===== src/rtl/coherence_arbiter_n.sv =====
// coherence_arbiter_n: N-core shared RAM port arbiter with snoop-based coherence.
// Data requests beat instruction fetches; within each class, grant is round-robin.
// A dirty copy found by a snoop is forwarded cache-to-cache and written back to RAM
// in the same transaction.
// Optional build macro COHERENCE_ARBITER_FIXED_PRIO_EN: both classes use fixed
// priority (lowest index wins) and the round-robin pointers are not built.

package cpu_types_pkg;
    typedef enum logic [1:0] {
        FREE   = 2'd0,
        BUSY   = 2'd1,
        ACCESS = 2'd2,
        ERROR  = 2'd3
    } ramstate_t;
endpackage

module coherence_arbiter_n
    import cpu_types_pkg::*;
#(
    parameter int CPUS   = 4,
    parameter int ADDR_W = 32,
    parameter int WORD_W = 32
) (
    input  logic                   CLK,
    input  logic                   nRST,
    input  logic [CPUS-1:0]        iREN,
    input  logic [CPUS*ADDR_W-1:0] iaddr,
    output logic [CPUS-1:0]        iwait,
    output logic [WORD_W-1:0]      iload,
    input  logic [CPUS-1:0]        dREN,
    input  logic [CPUS-1:0]        dWEN,
    input  logic [CPUS*ADDR_W-1:0] daddr,
    input  logic [CPUS*WORD_W-1:0] dstore,
    output logic [CPUS-1:0]        dwait,
    output logic [WORD_W-1:0]      dload,
    input  logic [CPUS-1:0]        ccwrite,
    input  logic [CPUS-1:0]        ccdirty,
    output logic [ADDR_W-1:0]      ccsnoopaddr,
    output logic [CPUS-1:0]        ccwait,
    output logic [CPUS-1:0]        ccinv,
    output logic                   ramREN,
    output logic                   ramWEN,
    output logic [ADDR_W-1:0]      ramaddr,
    output logic [WORD_W-1:0]      ramstore,
    input  logic [WORD_W-1:0]      ramload,
    input  ramstate_t              ramstate
);

    localparam int IDX_W = (CPUS > 1) ? $clog2(CPUS) : 1;

    localparam logic [2:0] IDLE   = 3'd0;
    localparam logic [2:0] SNOOP  = 3'd1;
    localparam logic [2:0] FWD    = 3'd2;
    localparam logic [2:0] RAMRD  = 3'd3;
    localparam logic [2:0] RAMWR  = 3'd4;
    localparam logic [2:0] IFETCH = 3'd5;

    logic [2:0]       state_q, state_d;
    logic [IDX_W-1:0] grant_q, grant_d;
    logic [IDX_W-1:0] owner_q, owner_d;
    logic [IDX_W-1:0] d_pick, i_pick;
    logic [CPUS-1:0]  d_req;
    logic [CPUS-1:0]  others;
    logic [CPUS-1:0]  dirty_others;

    logic [ADDR_W-1:0] iaddr_a  [CPUS];
    logic [ADDR_W-1:0] daddr_a  [CPUS];
    logic [WORD_W-1:0] dstore_a [CPUS];

    // First requester at or after ptr, wrapping modulo CPUS.
    function automatic logic [IDX_W-1:0] rr_pick(input logic [CPUS-1:0] req,
                                                 input logic [IDX_W-1:0] ptr);
        logic [IDX_W:0]   idx;
        logic [IDX_W-1:0] res;
        res = ptr;
        for (int i = CPUS - 1; i >= 0; i--) begin
            idx = {1'b0, ptr} + (IDX_W + 1)'(i);
            if (idx >= (IDX_W + 1)'(CPUS)) idx = idx - (IDX_W + 1)'(CPUS);
            if (req[idx[IDX_W-1:0]]) res = idx[IDX_W-1:0];
        end
        return res;
    endfunction

    // Lowest set bit index; only meaningful when v is non-zero.
    function automatic logic [IDX_W-1:0] lowest_set(input logic [CPUS-1:0] v);
        logic [IDX_W-1:0] res;
        res = '0;
        for (int i = CPUS - 1; i >= 0; i--) begin
            if (v[i]) res = IDX_W'(i);
        end
        return res;
    endfunction

    genvar k;
    generate
        for (k = 0; k < CPUS; k++) begin : g_unpack
            assign iaddr_a[k]  = iaddr[k*ADDR_W +: ADDR_W];
            assign daddr_a[k]  = daddr[k*ADDR_W +: ADDR_W];
            assign dstore_a[k] = dstore[k*WORD_W +: WORD_W];
        end
    endgenerate

    assign d_req        = dREN | dWEN;
    assign others       = ~(CPUS'(1) << grant_q);
    assign dirty_others = ccdirty & others;

`ifdef COHERENCE_ARBITER_FIXED_PRIO_EN
    assign d_pick = rr_pick(d_req, '0);
    assign i_pick = rr_pick(iREN, '0);
`else
    logic [IDX_W-1:0] dptr_q, dptr_d;
    logic [IDX_W-1:0] iptr_q, iptr_d;

    function automatic logic [IDX_W-1:0] next_idx(input logic [IDX_W-1:0] g);
        return (g == IDX_W'(CPUS - 1)) ? '0 : g + 1'b1;
    endfunction

    assign d_pick = rr_pick(d_req, dptr_q);
    assign i_pick = rr_pick(iREN, iptr_q);
`endif

    // Next-state, grant bookkeeping and all combinational outputs.
    always_comb begin
        state_d     = state_q;
        grant_d     = grant_q;
        owner_d     = owner_q;
`ifndef COHERENCE_ARBITER_FIXED_PRIO_EN
        dptr_d      = dptr_q;
        iptr_d      = iptr_q;
`endif
        iwait       = '1;
        dwait       = '1;
        ccwait      = '0;
        ccinv       = '0;
        ccsnoopaddr = '0;
        ramREN      = 1'b0;
        ramWEN      = 1'b0;
        ramaddr     = '0;
        ramstore    = '0;
        iload       = ramload;
        dload       = ramload;

        case (state_q)
            IDLE: begin
                if (|d_req) begin
                    grant_d = d_pick;
                    state_d = dWEN[d_pick] ? RAMWR : SNOOP;
                end else if (|iREN) begin
                    grant_d = i_pick;
                    state_d = IFETCH;
                end
            end
            SNOOP: begin
                ccsnoopaddr = daddr_a[grant_q];
                ccwait      = others;
                ccinv       = ccwrite[grant_q] ? others : '0;
                if (|dirty_others) begin
                    owner_d = lowest_set(dirty_others);
                    state_d = FWD;
                end else begin
                    state_d = RAMRD;
                end
            end
            FWD: begin
                ccsnoopaddr = daddr_a[grant_q];
                ccwait      = others;
                dload       = dstore_a[owner_q];
                ramWEN      = 1'b1;
                ramaddr     = daddr_a[grant_q];
                ramstore    = dstore_a[owner_q];
                if (ramstate == ACCESS) begin
                    dwait[grant_q] = 1'b0;
                    state_d        = IDLE;
`ifndef COHERENCE_ARBITER_FIXED_PRIO_EN
                    dptr_d         = next_idx(grant_q);
`endif
                end
            end
            RAMRD: begin
                ramREN  = 1'b1;
                ramaddr = daddr_a[grant_q];
                if (ramstate == ACCESS) begin
                    dwait[grant_q] = 1'b0;
                    state_d        = IDLE;
`ifndef COHERENCE_ARBITER_FIXED_PRIO_EN
                    dptr_d         = next_idx(grant_q);
`endif
                end
            end
            RAMWR: begin
                ramWEN   = 1'b1;
                ramaddr  = daddr_a[grant_q];
                ramstore = dstore_a[grant_q];
                if (ramstate == ACCESS) begin
                    dwait[grant_q] = 1'b0;
                    state_d        = IDLE;
`ifndef COHERENCE_ARBITER_FIXED_PRIO_EN
                    dptr_d         = next_idx(grant_q);
`endif
                end
            end
            IFETCH: begin
                ramREN  = 1'b1;
                ramaddr = iaddr_a[grant_q];
                if (ramstate == ACCESS) begin
                    iwait[grant_q] = 1'b0;
                    state_d        = IDLE;
`ifndef COHERENCE_ARBITER_FIXED_PRIO_EN
                    iptr_d         = next_idx(grant_q);
`endif
                end
            end
            default: state_d = IDLE;
        endcase
    end

    // State, grant, owner and pointer registers with asynchronous reset.
    always_ff @(posedge CLK or negedge nRST) begin
        if (!nRST) begin
            state_q <= IDLE;
            grant_q <= '0;
            owner_q <= '0;
`ifndef COHERENCE_ARBITER_FIXED_PRIO_EN
            dptr_q  <= '0;
            iptr_q  <= '0;
`endif
        end else begin
            state_q <= state_d;
            grant_q <= grant_d;
            owner_q <= owner_d;
`ifndef COHERENCE_ARBITER_FIXED_PRIO_EN
            dptr_q  <= dptr_d;
            iptr_q  <= iptr_d;
`endif
        end
    end

endmodule


===== config.mk =====
export PLATFORM = sky130hd
export DESIGN_NAME = coherence_arbiter_n
export DESIGN_NICKNAME = d
export VERILOG_FILES = /design/src/rtl/coherence_arbiter_n.sv
export SDC_FILE = /design/constraint.sdc
export NUM_CORES = 1
export LEC_CHECK = 0
export CORE_AREA = 2 2 238 240
export CTS_CLUSTER_DIAMETER = 150
export CTS_CLUSTER_SIZE = 14
export DETAILED_ROUTE_END_ITERATION = 8
export DIE_AREA = 0 0 240 242
export SLEW_MARGIN = 5
export SYNTH_ARGS = -nofsm -noshare
export SYNTH_HDL_FRONTEND = slang
export SYNTH_SLANG_ARGS = --single-unit

===== constraint.sdc =====
create_clock -name CLK -period 5 [get_ports CLK]
set_input_delay 0.5 -clock CLK [delete_from_list [all_inputs] [get_ports CLK]]
set_output_delay 0.5 -clock CLK [all_outputs]
set_load 0.01 [all_outputs]

# == Word-level counts from Yosys, hierarchy flattened ==
# Index checks and enable logic that the tools add are counted.
# W data, S select, Z words.
# word_totals
input_bits,440
elab_cells,148
out_inout_bits,178
regBits,11
# op_classes
n_reduce_logical,16
muxes,75
eq_ne,9
shift,1
n_lt_le_gt_ge,21
addsub,15
n_bitwise,6
# ops
operator,n
$mux W32,10
$bmux W32 S2,4
$pmux W32 S2,2
$mux W2,23
$lt A2 B3 Y1 const B,10
$ge A3 B3 Y1 const B,8
$mux W4,6
$bmux W1 S2,10
$reduce_or A4 Y1,4
$sub A2 B1 Y2 const B,8
$mux W1,14
$add A2 B2 Y3 const B,4
$mux W3,4
$reduce_and A2 Y1,5
$pmux W3 S3,1
$not A4 Y4,2
$add A2 B1 Y3 const B,2
$eq A3 B2 Y1 const B,2
$eq A3 B3 Y1 const B,2
$ge A2 B3 Y1 const B,2
$not A2 Y3,2
$reduce_or A2 Y1,3
$and A4 B4 Y4,1
$eq A2 B2 Y1 const B,2
12 further kinds,12

# == Longest topological paths before layout ==
# Gate-level depths: netlist of the first run.
# depth
depth_word,14
mapped_depth,10
ltp_nobuf,7

# == Worst setup path after synthesis of the first run ==
# OpenSTA, ideal clock, no wires.
# synth_timing
kind,flip-flop to output port
startpoint,register grant_q[0]
endpoint,output port ramaddr[11]
t_arrival_ns,1.702
t_required_ns,4.500
n_path_buf,2
stages_incl_launch_ff,5
slack_ns,2.798
path_cell_list,dfrtp_1 clkbuf_1 buf_2 mux4_2 a22o_1
# synth_via
elab_chain_len,5
word_cells_on_any_way,8
cone_classes,7 x mux; 1 x bitwise
# synth_rtl
element,line_no,source
from (decl),59,"logic [IDX_W-1:0] grant_q, grant_d;"
from (signal assigned),229,grant_q <= grant_d;
$not A2 Y3 (not written as such) (*),-,
$bmux W32 S2 (on tied branches),-,
$mux W32 (on tied branches) (2 in series),-,
$pmux W32 S2 (*),143,case (state_q)
to (decl),43,"output logic [ADDR_W-1:0] ramaddr,"
# Mark *: on every way between the ends. The rest lies on a longest branch, timed or not. The select of a mux whose other input is x is not followed.

# == Worst setup path after layout of the first run ==
# layout_timing
startpoint,register state_q[2]
endpoint,output port ramaddr[11]
# layout_via
elab_chain_len,3
word_cells_on_any_way,6
cone_classes,4 x eq/ne; 1 x mux; 1 x reduce/logical
# layout_rtl
element,line_no,source
from (decl),58,"logic [2:0] state_q, state_d;"
from (signal assigned),228,state_q <= state_d;
$eq A3 B3 Y1 / $eq A3 B2 Y1 (equally long branches),143,
$reduce_or A3 Y1 (no line),-,
$pmux W32 S2 (*),143,
# Mark *: on every way between the ends. The rest lies on a longest branch, timed or not.

==> run_results.csv, run 1 <==
group,metric,value,unit
synthesis,synthDistinctLibCells,53,
drt,drc,0,
synthesis,synthesis.nets,1025,
clock_network,clockBufferDepth,2,
critical_path,worst-path-buf-inv,1,
critical_path,reg2reg_setup_slack,2.40,ns
floorplanning,rows,87,
clock_network,cts_setup_buffers,0,
final_layout,multi_input_area,0.00480,sq mm
timing,setup_viol,0,
drt,vias,7426,
power,ir_drop,238,uV
synthesis,ys_ff_latch,11,
timing,hold_violations,0,
final_layout,fin_util,22.2,%
critical_path,cp-endpoint,"ramaddr[11]",
timing,finalCriticalPeriod,3.57,ns
placement,dpl.hpwl,34.2,mm
timing,skew,0.000712,ns
final_layout,drive_above_1_share,14.3,%
critical_path,crit_type,"reg -> out",
synthesis,synth_edf_count,0,
clock_network,clock-root-buffer,"clkbuf_16",
timing,fin_tns_setup,0,ns
critical_path,arrival,3.07,ns
global_route,antenna_found_initial,15,
clock_network,clock_latency,0.24,ns
clock_network,ctsHtreeMaxLevel,1,
critical_path,crit_fanout,33,
synthesis,ys_seq_area_share,4.94,%
clock_network,cts_buffers,3,
final_layout,area_delta_synth_final,122,%
timing,fmax,280,MHz
min_path,hold_class,"in -> async",
critical_path,start_kind,"register",
synthesis,synthCells,581,
final_layout,nFillCells,6102,
final_layout,final_area,0.0124,sq mm
timing,drv_slew,0,
final_layout,layout_commonest_cell,"clkdlybuf4s50_1",
floorplanning,die_y,242,um
global_route,grt_pass1_vias,7682,
clock_network,clkTransAtPathRegs,0.04,ns
final_layout,final_nets,1566,
critical_path,path_depth,4,
drt,drtPass1Iterations,4,
floorplanning,ios,618,
global_route,grt_max_degree,57,
synthesis,synth_area_per_cell,9.58,sq um
critical_path,reg2regPathDepth,4,
placement,gp_congestion,0.847,
job,drv_cap,0,
power,leakagePower,0.00443,uW
critical_path,worstPathCellList,"nand2b_1, nor2_4, a22o_1, clkdlybuf4s50_1",
critical_path,timing.rr.end,"iptr_q[1]",
timing,finalCritPeriodShare,71.4,%
clock_network,cts_tree,"done",
global_route,grt-ovfl-total,0,
synthesis,yosys_warnings,0,
clock_network,holdBufCountCts,0,
critical_path,critical-path-max-stage-delay,0.82,ns
critical_path,startpoint,"state_q[2]",
critical_path,reg2reg_from,"state_q[2]",
floorplanning,dieWidth,240,um
drt,drt_iter0_drc,321,
synthesis,syn_area,0.00557,sq mm
drt,drt_wl_total,39.3,mm
global_route,grt_pass1_wl,53.3,mm
synthesis,async_flop_share,100,%
final_layout,layout_common_cells,"clkdlybuf4s50_1 (617), nand2_1 (180), mux4_2 (129), and2_1 (34), a22o_1 (32)",
critical_path,cp_top_family,"simple AND/OR/NAND/NOR gates",
run_status,status,"finished clean",
power,power.density,425,mW/mm^2
synthesis,synth-main-ff-cell,"dfrtp_1",
floorplanning,start_util,9.99,%
drt,antenna_left,0,
global_route,grt.total_usage,12.7,%
clock_network,cts_resized,0,
floorplanning,fp.coreArea,0.0557,sq mm
critical_path,end_kind,"output pin",
placement,port_buffers,617,
critical_path,cp_data_required_time,4.50,ns
critical_path,cp_slowest_cell,"nor2_4",
clock_network,cts.sinks,11,
drt,routedWlPerCell,20.9,um
timing,hold_ws,0.602,ns
timing,worst_pin_slew,1.04,ns
power,p_total,5260,uW
drt,vias_per_cell,3.95,
timing,relSlewSlack,30.5,%
final_layout,ff_latch_area,285,sq um
placement,place_area,0.0123,sq mm
floorplanning,die_area,0.0581,sq mm
timing,rsz0062_at_grt,"false",
-- worst min-delay path by stage --
stage                      end  cells after the start
floorplan            dptr_q[0]                      0
finish               dptr_q[0]                      1
global route         dptr_q[0]                      1
global placement     iptr_q[1]                      1
CTS                 grant_q[0]                      1
detailed placement   iptr_q[1]                      1
-- metal layers --
metal / GRT usage (%) / wire length [um]
met2: 24.9 / 21100
met1: 13.2 / 13900
met3: 2.40 / 3070
met5: 0 / 12
met4: 4.22 / 1130
-- synth_stat cells, drive strengths merged (2+ instances only) --
| library cell | count | share of area [%] |
|---|---|---|
| nand2 | 181 | 12 |
| mux4 | 129 | 52 |
| buf | 51 | 6.1 |
| clkbuf | 37 | 2.9 |
| and2 | 34 | 3.8 |
| a22o | 32 | 5.0 |
| nor2 | 20 | 1.5 |
| dfrtp | 11 | 4.9 |
| nand2b | 11 | 1.2 |
| a21oi | 9 | 0.81 |
| o21ai | 7 | 0.63 |
| inv | 6 | 0.40 |
| nor3 | 6 | 0.54 |
| ha | 4 | 0.90 |
| mux2 | 4 | 0.81 |
| a2bb2oi | 3 | 0.47 |
| o311ai | 3 | 0.47 |
| a2111oi | 2 | 0.65 |
| a211oi | 2 | 0.27 |
| a21boi | 2 | 0.27 |
| nand4 | 2 | 0.22 |
| nor2b | 2 | 0.22 |
| o22ai | 2 | 0.22 |
-- power breakdown --
part           internal [uW]  switching, uW  total [uW]
Clock                    107           43.0         150
Combinational           2610           1970        4580
Sequential               133            398         531
-- cell type report --
type | instances | share of cell area (%)
Clock buffer | 4 | 0.636
Tap cell | 756 | 7.64
Antenna cell | 5 | 0.101
Multi-Input combinational cell | 476 | 38.8
Inverter | 6 | 0.182
Sequential cell | 11 | 2.30
Timing Repair Buffer | 624 | 50.4
-- kinds of logic after synthesis --
| kind of cell | after synthesis | synth area share (%) |
|---|---|---|
| mux | 134 | 53.2 |
| fa+ha+maj | 4 | 0.899 |
| flops | 11 | 4.94 |
| xor+xnor | 1 | 0.157 |
| buf+inv | 94 | 9.37 |
| simple gates | 264 | 21.0 |
| compound gates | 73 | 10.4 |
-- state kept, by name, indices dropped and copies added, names as in the netlist --
signal / count
owner_q: 2
grant_q: 2
iptr_q: 2
state_q: 3
dptr_q: 2
-- through the flow --
stage,instances,setup WS (ns)
3_5_place_dp,1873,1.57
3_3_place_gp,1873,1.60
5_1_grt,1880,1.24
2_1_floorplan,581,2.80
4_1_cts,1877,1.30
6_report,1882,1.43
No activity file was read; power rests on OpenSTA's default activity.
==> inputs of run 2 (changes only) <==
--- a/config.mk
+++ b/config.mk
@@ -5,11 +5,11 @@
 export SDC_FILE = /design/constraint.sdc
 export NUM_CORES = 1
 export LEC_CHECK = 0
-export CORE_AREA = 2 2 238 240
+export CORE_AREA = 2 2 239 241
 export CTS_CLUSTER_DIAMETER = 150
 export CTS_CLUSTER_SIZE = 14
 export DETAILED_ROUTE_END_ITERATION = 8
-export DIE_AREA = 0 0 240 242
+export DIE_AREA = 0 0 241 243
 export SLEW_MARGIN = 5
 export SYNTH_ARGS = -nofsm -noshare
 export SYNTH_HDL_FRONTEND = slang
==> constraint.sdc (replaced) <==
create_clock -name CLK -period 3.7 [get_ports CLK]
set_input_delay 0.37 -clock CLK [delete_from_list [all_inputs] [get_ports CLK]]
set_output_delay 0.37 -clock CLK [all_outputs]
set_load 0.01 [all_outputs]
==> run 2 against run 1 <==
Net effect:
- cell area is 1.2% higher
- core utilization is 0.18 points higher
- register-to-register slack worse by 1.1 ns
- via count is 0.53% higher
- largest cell class unchanged
- global-route usage is 0.053 points lower
- critical path depth is 1 higher
- die area is 0.83% higher
- first-iteration DRC count is 9.7% higher
- clock-buffer cell count stayed put
- power is 40% higher
==> run_results.csv, run 2 (synthesis gave the netlist of run 1 again) <==
group,metric,value,unit
drt,drc,0,
critical_path,reg2reg_from,"grant_q[0]",
critical_path,startpoint,"state_q[2]",
critical_path,timing.rr.end,"state_q[0]",
critical_path,end_kind,"output pin",
min_path,hold_class,"in -> async",
timing,setup_viol,0,
final_layout,layout_commonest_cell,"clkdlybuf4s50_1",
final_layout,largest_register,"state_q",
global_route,grt_pass1_vias,7835,
timing,finalCriticalPeriod,3.16,ns
clock_network,cts_resized,0,
timing,layout_setup_ws,0.537,ns
timing,fin_tns_setup,0,ns
clock_network,clock_latency,0.24,ns
critical_path,cp_slowest_cell,"dfrtp_1",
critical_path,crit_fanout,24,
clock_network,holdBufCountCts,0,
timing,worst_pin_slew,0.804,ns
timing,rsz0062_at_grt,"false",
placement,port_buffers,617,
timing,finalCritPeriodShare,85.5,%
drt,vias_per_cell,3.93,
final_layout,largest_reg_flops,3,
critical_path,reg2reg_setup_slack,1.32,ns
final_layout,drive_above_1_share,15.7,%
timing,hold_violations,0,
final_layout,final_area,0.0125,sq mm
placement,post-place-ws,0.784,ns
critical_path,start_kind,"register",
drt,vias,7465,
critical_path,cp_data_required_time,3.33,ns
clock_network,clockBufferDepth,2,
power,pwr-share-clk,2.7,%
run_status,status,"finished clean",
critical_path,crit_type,"reg -> out",
final_layout,area_delta_synth_final,125,%
power,power.density,586,mW/mm^2
floorplanning,fp.coreArea,0.0560,sq mm
clock_network,clkTransAtPathRegs,0.04,ns
timing,skew,0.000764,ns
floorplanning,die_y,243,um
clock_network,ctsHtreeMaxLevel,1,
global_route,grt-ovfl-total,0,
drt,drt-met1-wl,15.0,mm
drt,antenna_left,0,
power,ir_drop,379,uV
global_route,grt_pass1_wl,53.4,mm
job,drv_cap,0,
floorplanning,start_util,9.95,%
global_route,grt.total_usage,12.6,%
clock_network,cts_buffers,3,
drt,routedWlPerCell,21.0,um
drt,met2_wirelength,21.0,mm
clock_network,clock-root-buffer,"clkbuf_16",
placement,gp_congestion,0.877,
final_layout,final_nets,1585,
floorplanning,ios,618,
floorplanning,rows,87,
clock_network,cts.sinks,11,
placement,place_area,0.0124,sq mm
critical_path,worstPathCellList,"nand2b_1, nor2_4, buf_4, a22o_1, clkdlybuf4s50_1",
power,leakagePower,0.00453,uW
placement,place_inst,1892,
floorplanning,dieWidth,241,um
drt,drt_iter0_drc,352,
final_layout,stdcell_count,1898,
clock_network,cts_tree,"done",
critical_path,cp-endpoint,"ramaddr[5]",
timing,fmax,316,MHz
power,pwr-share-comb,90.4,%
critical_path,reg2regPathDepth,7,
final_layout,layout_common_cells,"clkdlybuf4s50_1 (617), nand2_1 (180), mux4_2 (129), and2_1 (34), a22o_1 (32)",
clock_network,cts_setup_buffers,0,
global_route,grt_max_degree,42,
final_layout,fin_util,22.4,%
placement,dpl.hpwl,34.7,mm
power,switching_share,45.8,%
drt,drt_wl_total,39.9,mm
global_route,antenna_found_initial,11,
drt,wl_met3,3.21,mm
critical_path,critical-path-max-stage-delay,0.63,ns
power,p_int,3980,uW
timing,relSlewSlack,46.4,%
power,p_seq_share,6.9,%
floorplanning,die_area,0.0586,sq mm
drt,top_layer_used,"met5",
critical_path,arrival,2.79,ns
timing,drv_slew,0,
power,p_switching,3360,uW
drt,drtPass1Iterations,4,
## run 2: cell types whose count changed in the layout (fill, tap and decap cells not counted)
cell,before,now
buf_4,6,24
buf_12,1,2
diode_2,5,2
## run 2: power groups by stage
stage	Clock, uW	Combinational (uW)	Sequential, uW
after floorplan	0	3730	213
after global placement	0	6670	516
after detailed placement	0	6740	522
after CTS	204	6770	520
after global routing	215	7080	541
final	199	6630	506
## run 2: layout make-up
class                           instances  area, sq um
Tap cell                              756          946
Fill cell                            6098        43400
Antenna cell                            2         5.00
Clock buffer                            4         78.8
Multi-Input combinational cell        476         4800
Inverter                                6         22.5
Sequential cell                        11          285
Timing Repair Buffer                  643         6400
## run 2: worst min path at each step
stage / depth (start not counted) / to / startpoint
global route: 1 / dptr_q[1] / nRST
global placement: 1 / iptr_q[1] / iptr_q[1]
CTS: 1 / dptr_q[0] / nRST
finish: 1 / iptr_q[0] / nRST
floorplan: 0 / dptr_q[0] / nRST
detailed placement: 2 / iptr_q[0] / iptr_q[0]
## run 2: metrics by stage
stage / power (uW) / hold slack, ns
after detailed placement: 7260 / 0.641
after CTS: 7490 / 0.518
after floorplan: 3940 / 0.0744
final: 7340 / 0.506
after global placement: 7190 / 0.622
after global routing: 7840 / 0.537
## run 2: critical path: cells and delay by family, from the launching register on
family	cells	cell delay, ns
compound gates	1	0.17
flops	1	0.63
buf+inv	2	0.87
simple gates	2	0.85
## run 2: metal layers
metal,vias up,track usage (%)
li1,3340,-
met1,3624,14.2
met2,461,24.2
met3,32,2.59
met4,8,2.40
met5,-,0
==> inputs of run 3 (changes only) <==
--- a/config.mk
+++ b/config.mk
@@ -10,7 +10,7 @@
 export CTS_CLUSTER_SIZE = 14
 export DETAILED_ROUTE_END_ITERATION = 8
 export DIE_AREA = 0 0 241 243
-export SLEW_MARGIN = 5
+export SLEW_MARGIN = 10
 export SYNTH_ARGS = -nofsm -noshare
 export SYNTH_HDL_FRONTEND = slang
 export SYNTH_SLANG_ARGS = --single-unit
==> results of run 3 <==
Same layout as run 2: the final DEF is identical, and so are final timing and power.
